`config.mk`:
```
export PLATFORM = sky130hd
export DESIGN_NAME = instr_encoder_loader
export DESIGN_NICKNAME = d
export VERILOG_FILES = /design/src/rtl/instr_encoder_loader.sv
export SDC_FILE = /design/constraint.sdc
export NUM_CORES = 1
export LEC_CHECK = 0
export BUFFER_PORTS_ARGS = -buffer_cell sky130_fd_sc_hd__buf_4
export CORE_MARGIN = 2
export CORE_UTILIZATION = 39
export CTS_CLUSTER_DIAMETER = 120
export DETAILED_ROUTE_END_ITERATION = 10
export MAX_ROUTING_LAYER = met4
export PLACE_DENSITY = 0.68
export SLEW_MARGIN = 20
export SYNTH_ARGS = -nofsm -noshare
export SYNTH_HDL_FRONTEND = slang
export SYNTH_SLANG_ARGS = --single-unit
```
`constraint.sdc`:
```
create_clock -name clk -period 4.7 [get_ports clk]
set_input_delay 0.94 -clock clk [delete_from_list [all_inputs] [get_ports clk]]
set_output_delay 0.94 -clock clk [all_outputs]
set_load 0.02 [all_outputs]
```
`src/rtl/instr_encoder_loader.sv`:
```
// instr_encoder_loader: packs decoded ARM-subset instruction fields into
// 32-bit machine words and streams them into instruction memory.
// Words are written at consecutive addresses from 0 until DEPTH words have
// been written. The loader then stops accepting input until clear.
// Optional macro ENC_LEGAL_CHECK_EN: field sets that are not legal are
// consumed without producing a word, and err pulses for one cycle.
module instr_encoder_loader #(
    parameter int AW    = 6,
    parameter int DEPTH = 64
) (
    input  logic          clk,
    input  logic          reset,
    input  logic          clear,
    input  logic          in_valid,
    output logic          in_ready,
    input  logic [1:0]    Op,
    input  logic [5:0]    Funct,
    input  logic [3:0]    Cond,
    input  logic [3:0]    Rn,
    input  logic [3:0]    Rd,
    input  logic [11:0]   Src2,
    input  logic [23:0]   Imm24,
    output logic          mem_valid,
    input  logic          mem_ready,
    output logic [AW-1:0] mem_addr,
    output logic [31:0]   mem_wdata,
    output logic          full,
    output logic          err
);

    // The counter must be able to hold DEPTH itself, so it gets one extra bit.
    localparam int CW = AW + 1;
    localparam logic [CW-1:0] LAST  = CW'(DEPTH - 1);
    localparam logic [CW-1:0] LIMIT = CW'(DEPTH);

    typedef enum logic {ST_LOAD, ST_FULL} state_t;

    state_t        state;
    state_t        state_next;
    logic [CW-1:0] cnt;
    logic          out_xfer;
    logic          in_xfer;
    logic          room;
    logic          legal;
    logic [31:0]   enc_word;

    assign out_xfer = mem_valid & mem_ready;
    assign in_xfer  = in_valid & in_ready;

    // The word pending at address DEPTH-1 is the last one. No new field set
    // may be taken behind it, so mem_addr never advances past DEPTH-1.
    assign room = ~(mem_valid & (cnt == LAST));

    // Pack the fields. Branches carry only the L bits and the 24-bit offset.
    always_comb begin
        enc_word = {Cond, Op, Funct, Rn, Rd, Src2};
        if (Op == 2'b10) begin
            enc_word = {Cond, 2'b10, Funct[5:4], Imm24};
        end
    end

`ifdef ENC_LEGAL_CHECK_EN
    // The only legal DP commands are ADD, SUB, AND and ORR. Op=11 is undefined.
    always_comb begin
        legal = 1'b1;
        if (Op == 2'b11) begin
            legal = 1'b0;
        end else if (Op == 2'b00) begin
            case (Funct[4:1])
                4'b0100, 4'b0010, 4'b0000, 4'b1100: legal = 1'b1;
                default:                            legal = 1'b0;
            endcase
        end
    end

    // A field set is rejected when it is consumed but not legal. err flags it for one cycle.
    always_ff @(posedge clk or negedge reset) begin
        if (!reset) begin
            err <= 1'b0;
        end else if (clear) begin
            err <= 1'b0;
        end else begin
            err <= in_xfer & ~legal;
        end
    end
`else
    assign legal = 1'b1;
    assign err   = 1'b0;
`endif

    // State register
    always_ff @(posedge clk or negedge reset) begin
        if (!reset) begin
            state <= ST_LOAD;
        end else begin
            state <= state_next;
        end
    end

    // Next state: the state becomes FULL when the last word is written. Only clear leaves FULL.
    always_comb begin
        state_next = state;
        if (clear) begin
            state_next = ST_LOAD;
        end else if ((state == ST_LOAD) && out_xfer && (cnt == LAST)) begin
            state_next = ST_FULL;
        end
    end

    // State-derived outputs
    always_comb begin
        full     = (state == ST_FULL);
        in_ready = (state == ST_LOAD) & (~mem_valid | mem_ready) & room;
    end

    // Word counter: it counts completed memory writes since reset or clear.
    always_ff @(posedge clk or negedge reset) begin
        if (!reset) begin
            cnt <= '0;
        end else if (clear) begin
            cnt <= '0;
        end else if (out_xfer && (cnt != LIMIT)) begin
            cnt <= cnt + 1'b1;
        end
    end

    // Output word register. A word accepted in the same cycle as a write goes one address past the written word.
    always_ff @(posedge clk or negedge reset) begin
        if (!reset) begin
            mem_valid <= 1'b0;
            mem_addr  <= '0;
            mem_wdata <= '0;
        end else if (clear) begin
            mem_valid <= 1'b0;
            mem_addr  <= '0;
        end else if (in_xfer && legal) begin
            mem_valid <= 1'b1;
            mem_addr  <= AW'(cnt + CW'(out_xfer));
            mem_wdata <= enc_word;
        end else if (out_xfer) begin
            mem_valid <= 1'b0;
        end
    end

endmodule

```
# ---- Word-level counts from Yosys, hierarchy flattened
# Cells that the tools add are included.
dict set report op_classes {
  addsub 2
  mul 0
  div 0
  order_cmp 0
  n_eq_ne 3
  shift 0
  n_mux 10
  n_bitwise 10
  reduce_logical 8
}
# op n
set ops {}
lappend ops {{$mux W28} 1}
lappend ops {{$mux W7} 2}
lappend ops {{$mux W6} 2}
lappend ops {{$add A7 B1 Y7 const B} 1}
lappend ops {{$eq A7 B6 Y1 const B} 1}
lappend ops {{$ne A7 B7 Y1 const B} 1}
lappend ops {{$add A6 B1 Y6} 1}
lappend ops {{$reduce_bool A2 Y1} 3}
lappend ops {{$and A1 B1 Y1} 5}
lappend ops {{$mux W1} 5}
lappend ops {{$not A1 Y1} 4}
lappend ops {{$logic_and A1 B1 Y1} 3}
lappend ops {{$reduce_bool A3 Y1} 1}
lappend ops {{$eq A2 B2 Y1 const B} 1}
lappend ops {{$reduce_and A2 Y1} 1}
lappend ops {{$or A1 B1 Y1} 1}
dict set report word_totals {
  regBits 47
  latchBits 0
  ramBits 0
  romBits 0
  inputBits 61
  out_inout_bits 42
  word_cells 38
  n_memories 0
}

# ---- Longest topological paths before layout
# Gate-level depths: netlist (run 1).
dict set report depth {
  ltp_word 7
  mapped_depth 7
  depth_no_buf 7
}

# ---- Least setup slack after synthesis (run 1)
# OpenSTA, ideal clock, no wires.
dict set report synth_path {
  path_type {in2reg}
  start {input port Op[1]}
  end {register mem_wdata[0]}
  setup_ns 0.125
  t_arrival_ns 2.235
  required_time_ns 4.575
  path_slack_ns 2.340
  stages 5
  path_buffers 2
  cell_sequence {nor2b_1 -> clkbuf_1 -> clkbuf_1 -> mux2_2 -> mux2_4}
}
dict set report synth_via {
  elab_chain_len 2
}
# element line_no
set synth_rtl {}
lappend synth_rtl {{start, declared} 16} ;# input logic [1:0] Op,
lappend synth_rtl {{$eq A2 B2 Y1} 57} ;# if (Op == 2'b10) begin
lappend synth_rtl {{$mux W28} 57}
lappend synth_rtl {{end signal, assigned} 139} ;# mem_wdata <= enc_word;
lappend synth_rtl {{end, declared} 26} ;# output logic [31:0] mem_wdata,
# Every way passes these cells.
# A chain may end at the register's enable or synchronous reset.

# ---- Final worst setup path (run 1)
dict set report layout_path {
  start {register cnt[0]}
  end {register mem_wdata[22]}
}
dict set report layout_via {
  elab_chain_len 6
}
# element line_no
set layout_rtl {}
lappend layout_rtl {{start, declared} 40} ;# logic [CW-1:0] cnt;
lappend layout_rtl {{start signal, assigned} 123} ;# cnt <= cnt + 1'b1;
lappend layout_rtl {{$eq A7 B6 Y1} 52} ;# assign room = ~(mem_valid & (cnt == LAST));
lappend layout_rtl {{$and A1 B1 Y1} 52}
lappend layout_rtl {{$not A1 Y1} 52}
lappend layout_rtl {{$and A1 B1 Y1} 113} ;# in_ready = (state == ST_LOAD) & (~mem_valid | mem_ready) & room;
lappend layout_rtl {{$and A1 B1 Y1} 48} ;# assign in_xfer = in_valid & in_ready;
lappend layout_rtl {{$reduce_and A2 Y1 (no source line)} --}
# Every way passes these cells.

==> results by group, run 1 <==
Clocking
  • Clk_lat worst skew: 0.29 ns
  • Root buffer cell: clkbuf_8
  • Total CTS buffers: 5
  • H-tree depth: 2
  • CTS resizes: 0
  • CTS hold repair buffers: 0
  • CTS sink cnt: 47
  • CTS Buffer Depth: 2
  • TritonCTS clock tree: yes
  • Post-CTS setup buffers: 0
  • Clk slew on worst S/H paths: 0.08 ns

Synthesis
  • Yosys reg bits: 47
  • Count of cell types in the netlist: 32
  • Syn_nets: 239
  • Yosys warnings: 0
  • Mux cell area share after synthesis: 28.2%
  • Post-synthesis simple-gate area fraction: 5.51%
  • Combinational family with the most area after synthesis: multiplexers
  • Synth Area in XOR/XNOR: 3.03%
  • Post-synthesis compound-gate area fraction: 5.78%
  • Post-Syn Area: 0.00231 sq mm
  • Syn Inst Count: 174
  • Yosys top cell area share: 50.8%
  • Area contributors post-synth: dfrtp_1 51%, mux2_2 26%, ha_1 2.2%, mux2_4 1.9%, o2bb2ai_1 1.5%
  • Syn Area/Cell: 13.3 sq um
  • Largest area contributor in the netlist: dfrtp_1
  • Post-synthesis adder-cell area fraction: 2.16%
  • EDFF count, synth: 0
  • Seq/Total Area, Yosys: 50.8%
  • Ys flop type: dfrtp_1
  • Asr flop ratio synth: 100%

STA
  • Max-slew violations: 0
  • Tightest Pin Transition: 0.994 ns
  • RSZ-0062 raised after global routing: false
  • Clk_skew: 0.00272 ns
  • Fin. Hold Viols: 0
  • Min Tclk post-route: 2.67 ns
  • Setup TNS Final: 0 ns
  • Post-route clock period utilization: 56.8%
  • Fmax: 375 MHz
  • Endpoints failing setup: 0
  • Slew Limit Headroom: 33.4%
  • Setup slack after layout: 2.03 ns

Placed design
  • Hpwl dp: 3.36 mm
  • Pre-CTS WS: 1.77 ns
  • Port bufs: 101
  • Placed insts: 339
  • Placer Congestion: 0.729

Route
  • Vias after detailed routing: 1669
  • Routed length per instance: 13.3 um
  • Final ANT Viol Nets: 0
  • Routed WL: 4.61 mm
  • Initial drt markers: 42
  • Via-to-Cell Ratio: 4.81
  • DR pass1 iterations: 4
  • DRC: 0

Power
  • Leakage Power: 0.00153 uW
  • Power Dens Cells: 329 mW/mm^2
  • Pwr Total: 1050 uW
  • Sw frac: 27.9%
  • Internal: 759 uW
  • VDD IR max: 0.182 mV
  • Clk pwr share: 24.3%
  • Combinational share of power: 29.4%
  • Switch Pwr: 293 uW
  • Seq pwr share: 46.3%

Global routing
  • First-pass GRT wire length: 7.33 mm
  • Total global-route track usage: 14.8%
  • Gr ovfl total: 0
  • Initial antenna violation count: 0
  • Vias in the first global route: 1614
  • Largest net degree at the start of global routing: 48

Outcome
  • Status: completed

Run
  • MaxCap Viol Count: 0

Floorplan
  • Row count: 28
  • Full die area: 0.00657 sq mm
  • Num ports: 103
  • Die W: 81.0 um
  • Die height: 81.0 um
  • Initial Util: 39.8%
  • Core footprint: 0.00582 sq mm

Worst setup path
  • CP Capture Type: register
  • Req. time, crit path: 4.87 ns
  • Setup CP Type: register to register
  • Worst Path Arrival: 2.84 ns
  • Crit start category: register
  • Crit Path Max Fanout: 39

Final layout
  • # diodes: 0
  • Fraction of layout cells with a size suffix above 1: 62.5%
  • Layout Nets: 336
  • Commonest non-fill, non-tap cell in the layout: buf_4
  • Fill count: 531
  • Most frequent cells in the layout: 101 x buf_4, 53 x mux2_2, 47 x dfrtp_1
  • Post-route insts no fill: 347
  • Area Growth Syn to Fin: 38.4%
  • FF+latch area: 0.00118 sq mm
  • Multi-input logic area: 0.00104 sq mm

Worst hold path
  • HP Class: register to register
## cell usage after synthesis, drive strengths merged, types with 2 or more instances
| library cell | n |
|---|---|
| a21oi | 2 |
| clkbuf | 4 |
| nor2 | 8 |
| inv | 8 |
| dfrtp | 47 |
| o21ai | 2 |
| a2bb2o | 2 |
| xnor2 | 4 |
| buf | 7 |
| ha | 4 |
| nand3 | 2 |
| nand4 | 3 |
| nand2 | 3 |
| and3 | 2 |
| mux2 | 56 |
| o2bb2ai | 4 |
| nand3b | 2 |
| xor2 | 4 |
## sequential cells by signal, summed over array words and instances (netlist names)
signal	count
mem_addr	6
cnt	7
mem_valid	1
full	1
mem_wdata	32
## logic make-up after synthesis
group,Yosys count
other cells,1
flops,47
compound gates,15
xor+xnor,8
buf+inv,19
fa+ha+maj,4
simple gates,23
mux,57
## stage by stage
step                hold slack, ns  instance area (sq um)  util, %
detailed placement           0.481                   3100     53.4
global route                 0.514                   3200     55.1
floorplan                    0.540                   2310        -
finish                       0.501                   3200     55.1
global placement             0.483                   3100     53.3
CTS                          0.505                   3200     55.1
## power groups by stage
stage	Combinational (uW)	Clock [uW]	Sequential (uW)
after floorplan	94.8	0	563
after global placement	310	0	495
after detailed placement	315	0	496
after CTS	315	271	488
after global routing	332	286	496
final	309	256	487
## worst max-delay path, stage by stage, from the launching register on
cell and delay, ns:
dfrtp_1 0.44, ha_1 0.28, and4b_4 0.21, a221oi_4 0.29
nand3b_2 0.75, mux2_2 0.57
## final cells by class
cell class              instances  share of cell area, %
flip-flops and latches         47                   36.7
well taps                      75                   2.93
clock buffers                   8                   3.13
inverters                       8                  0.938
repair buffers                101                   23.7
multi-input cells             108                   32.6
## metal layers
metal  wire, um  up-vias  GRT usage (%)
li1           -      803              -
met1       1970      795           18.0
met2       2150       69           23.5
met3        444        2           4.56
met4         41        0           5.08
met5          0        -              -
## worst paths after layout
| kind | from | to | slack, ns | cells after the start |
|---|---|---|---|---|
| setup / recovery | cnt[0] | mem_wdata[22] | 2.03 | 5 |
| hold reg to reg | mem_addr[4] | mem_addr[4] | 0.50 | 1 |
| setup reg to reg | cnt[0] | mem_wdata[22] | 2.03 | 5 |
| min in group asynchronous | reset | cnt[0] | 0.64 | 1 |
| max in group asynchronous | reset | mem_wdata[29] | 3.65 | 1 |
| hold / removal | mem_addr[4] | mem_addr[4] | 0.50 | 1 |
Power figures use the tool's default switching activity.
==> inputs of run 2 (changes only) <==
==> constraint.sdc (replaced) <==
create_clock -name clk -period 2.6 [get_ports clk]
set_input_delay 0.52 -clock clk [delete_from_list [all_inputs] [get_ports clk]]
set_output_delay 0.52 -clock clk [all_outputs]
set_load 0.02 [all_outputs]
==> results by group, run 2 (synthesized netlist as in run 1, its figures left out) <==
Outcome
  • Status: completed

Floorplan
  • Row count: 28
  • Num ports: 103
  • Initial Util: 39.8%
  • Die height: 81.0 um
  • Core footprint: 0.00582 sq mm
  • Die W: 81.0 um
  • Full die area: 0.00657 sq mm

STA
  • Clk_skew: 0.00854 ns
  • Slew Limit Headroom: 61.1%
  • Min Tclk post-route: 2.23 ns
  • Fin. Hold Viols: 0
  • RSZ-0062 raised after global routing: false
  • Worst hold slack: 0.204 ns
  • Endpoints failing setup: 0
  • Max-slew violations: 0
  • Setup TNS Final: 0 ns
  • Fmax: 448 MHz
  • Tightest Pin Transition: 0.584 ns
  • Post-route clock period utilization: 85.9%

Clocking
  • CTS sink cnt: 47
  • Post-CTS setup buffers: 0
  • CTS resizes: 0
  • Total CTS buffers: 5
  • Clk slew on worst S/H paths: 0.08 ns
  • H-tree depth: 2
  • CTS hold repair buffers: 0
  • Clk_lat worst skew: 0.29 ns
  • Root buffer cell: clkbuf_8
  • TritonCTS clock tree: yes
  • CTS Buffer Depth: 2

Final layout
  • Layout Nets: 338
  • Fraction of layout cells with a size suffix above 1: 63.0%
  • Biggest registers after layout: mem_wdata: 32 flops, cnt: 7 flops, mem_addr: 6 flops
  • Area Growth Syn to Fin: 38.8%
  • Commonest non-fill, non-tap cell in the layout: buf_4
  • Most frequent cells in the layout: 102 x buf_4, 53 x mux2_2, 47 x dfrtp_1
  • Max FFs per register: 32
  • # diodes: 0
  • Reg with most FFs: mem_wdata

Worst setup path
  • Crit start category: register
  • Setup CP Type: register to output port
  • Req. time, crit path: 2.08 ns
  • Crit Path Max Fanout: 5
  • Worst Path Arrival: 1.71 ns
  • CP Capture Type: output port

Route
  • DR pass1 iterations: 3
  • Via-to-Cell Ratio: 4.75
  • Initial drt markers: 46
  • Routed WL: 4.65 mm
  • Vias after detailed routing: 1653
  • Final ANT Viol Nets: 0
  • Routed length per instance: 13.4 um
  • DRC: 0

Placed design
  • Port bufs: 101
  • Placer Congestion: 0.816
  • Hpwl dp: 3.41 mm

Power
  • Seq pwr share: 46.9%
  • Power Dens Cells: 584 mW/mm^2
  • VDD IR max: 0.269 mV
  • Switch Pwr: 536 uW
  • Leakage Power: 0.00154 uW
  • Pwr Total: 1880 uW
  • Clk pwr share: 23.1%
  • Combinational share of power: 29.9%
  • Internal: 1340 uW
  • Sw frac: 28.6%

Global routing
  • Largest net degree at the start of global routing: 48
  • Initial antenna violation count: 0
  • Vias in the first global route: 1581
  • Total global-route track usage: 14.5%
  • Gr ovfl total: 0
  • First-pass GRT wire length: 7.13 mm

Run
  • MaxCap Viol Count: 0

Worst hold path
  • HP Class: input port to async pin
-- run 2: routing by layer --
metal | part of all wire [%] | routed length, um | track usage, %
met1 | 44 | 2030 | 17.7
met2 | 45 | 2110 | 23.0
met3 | 9.2 | 426 | 3.78
met4 | 1.7 | 79 | 6.10
met5 | 0 | 0 | -
-- run 2: worst paths after layout --
| check | from | end | slack, ns | cells past startpoint |
|---|---|---|---|---|
| min reg2reg | mem_wdata[14] | mem_wdata[14] | 0.51 | 1 |
| min in group clk | Funct[4] | mem_wdata[24] | 0.46 | 2 |
| max reg2reg | cnt[0] | mem_wdata[0] | 0.46 | 6 |
| max in group asynchronous | reset | mem_wdata[19] | 1.97 | 1 |
| max | cnt[0] | in_ready | 0.37 | 4 |
| min | reset | full | 0.20 | 1 |
-- run 2: critical path: stages, from the launching register on --
cell	delay [ns]
dfrtp_1	0.44
ha_1	0.27
and4b_4	0.21
a221oi_4	0.30
buf_4	0.20
-- run 2: area by class of cell --
type	instances	area [sq um]
clock inverter	1	5.00
tap	75	93.8
fill	521	2600
sequential	47	1180
clock buffer	6	82.6
timing repair buffer	103	786
inverter	8	30.0
multi-input combinational	108	1040
-- run 2: power by group through the flow --
stage | Clock, uW | Combinational (uW) | Sequential, uW
global route | 483 | 601 | 894
finish | 434 | 562 | 881
CTS | 459 | 572 | 882
floorplan | 0 | 171 | 1020
global placement | 0 | 564 | 894
detailed placement | 0 | 571 | 895
-- run 2: per-stage QoR --
| stage | setup slack, ns | area [sq um] | util, % | std cells |
|---|---|---|---|---|
| floorplan | 0.527 | 2310 | - | 174 |
| global placement | 0.532 | 3130 | 53.7 | 341 |
| detailed placement | 0.480 | 3130 | 53.7 | 341 |
| CTS | 0.360 | 3210 | 55.2 | 348 |
| global route | 0.278 | 3210 | 55.2 | 348 |
| finish | 0.366 | 3210 | 55.2 | 348 |
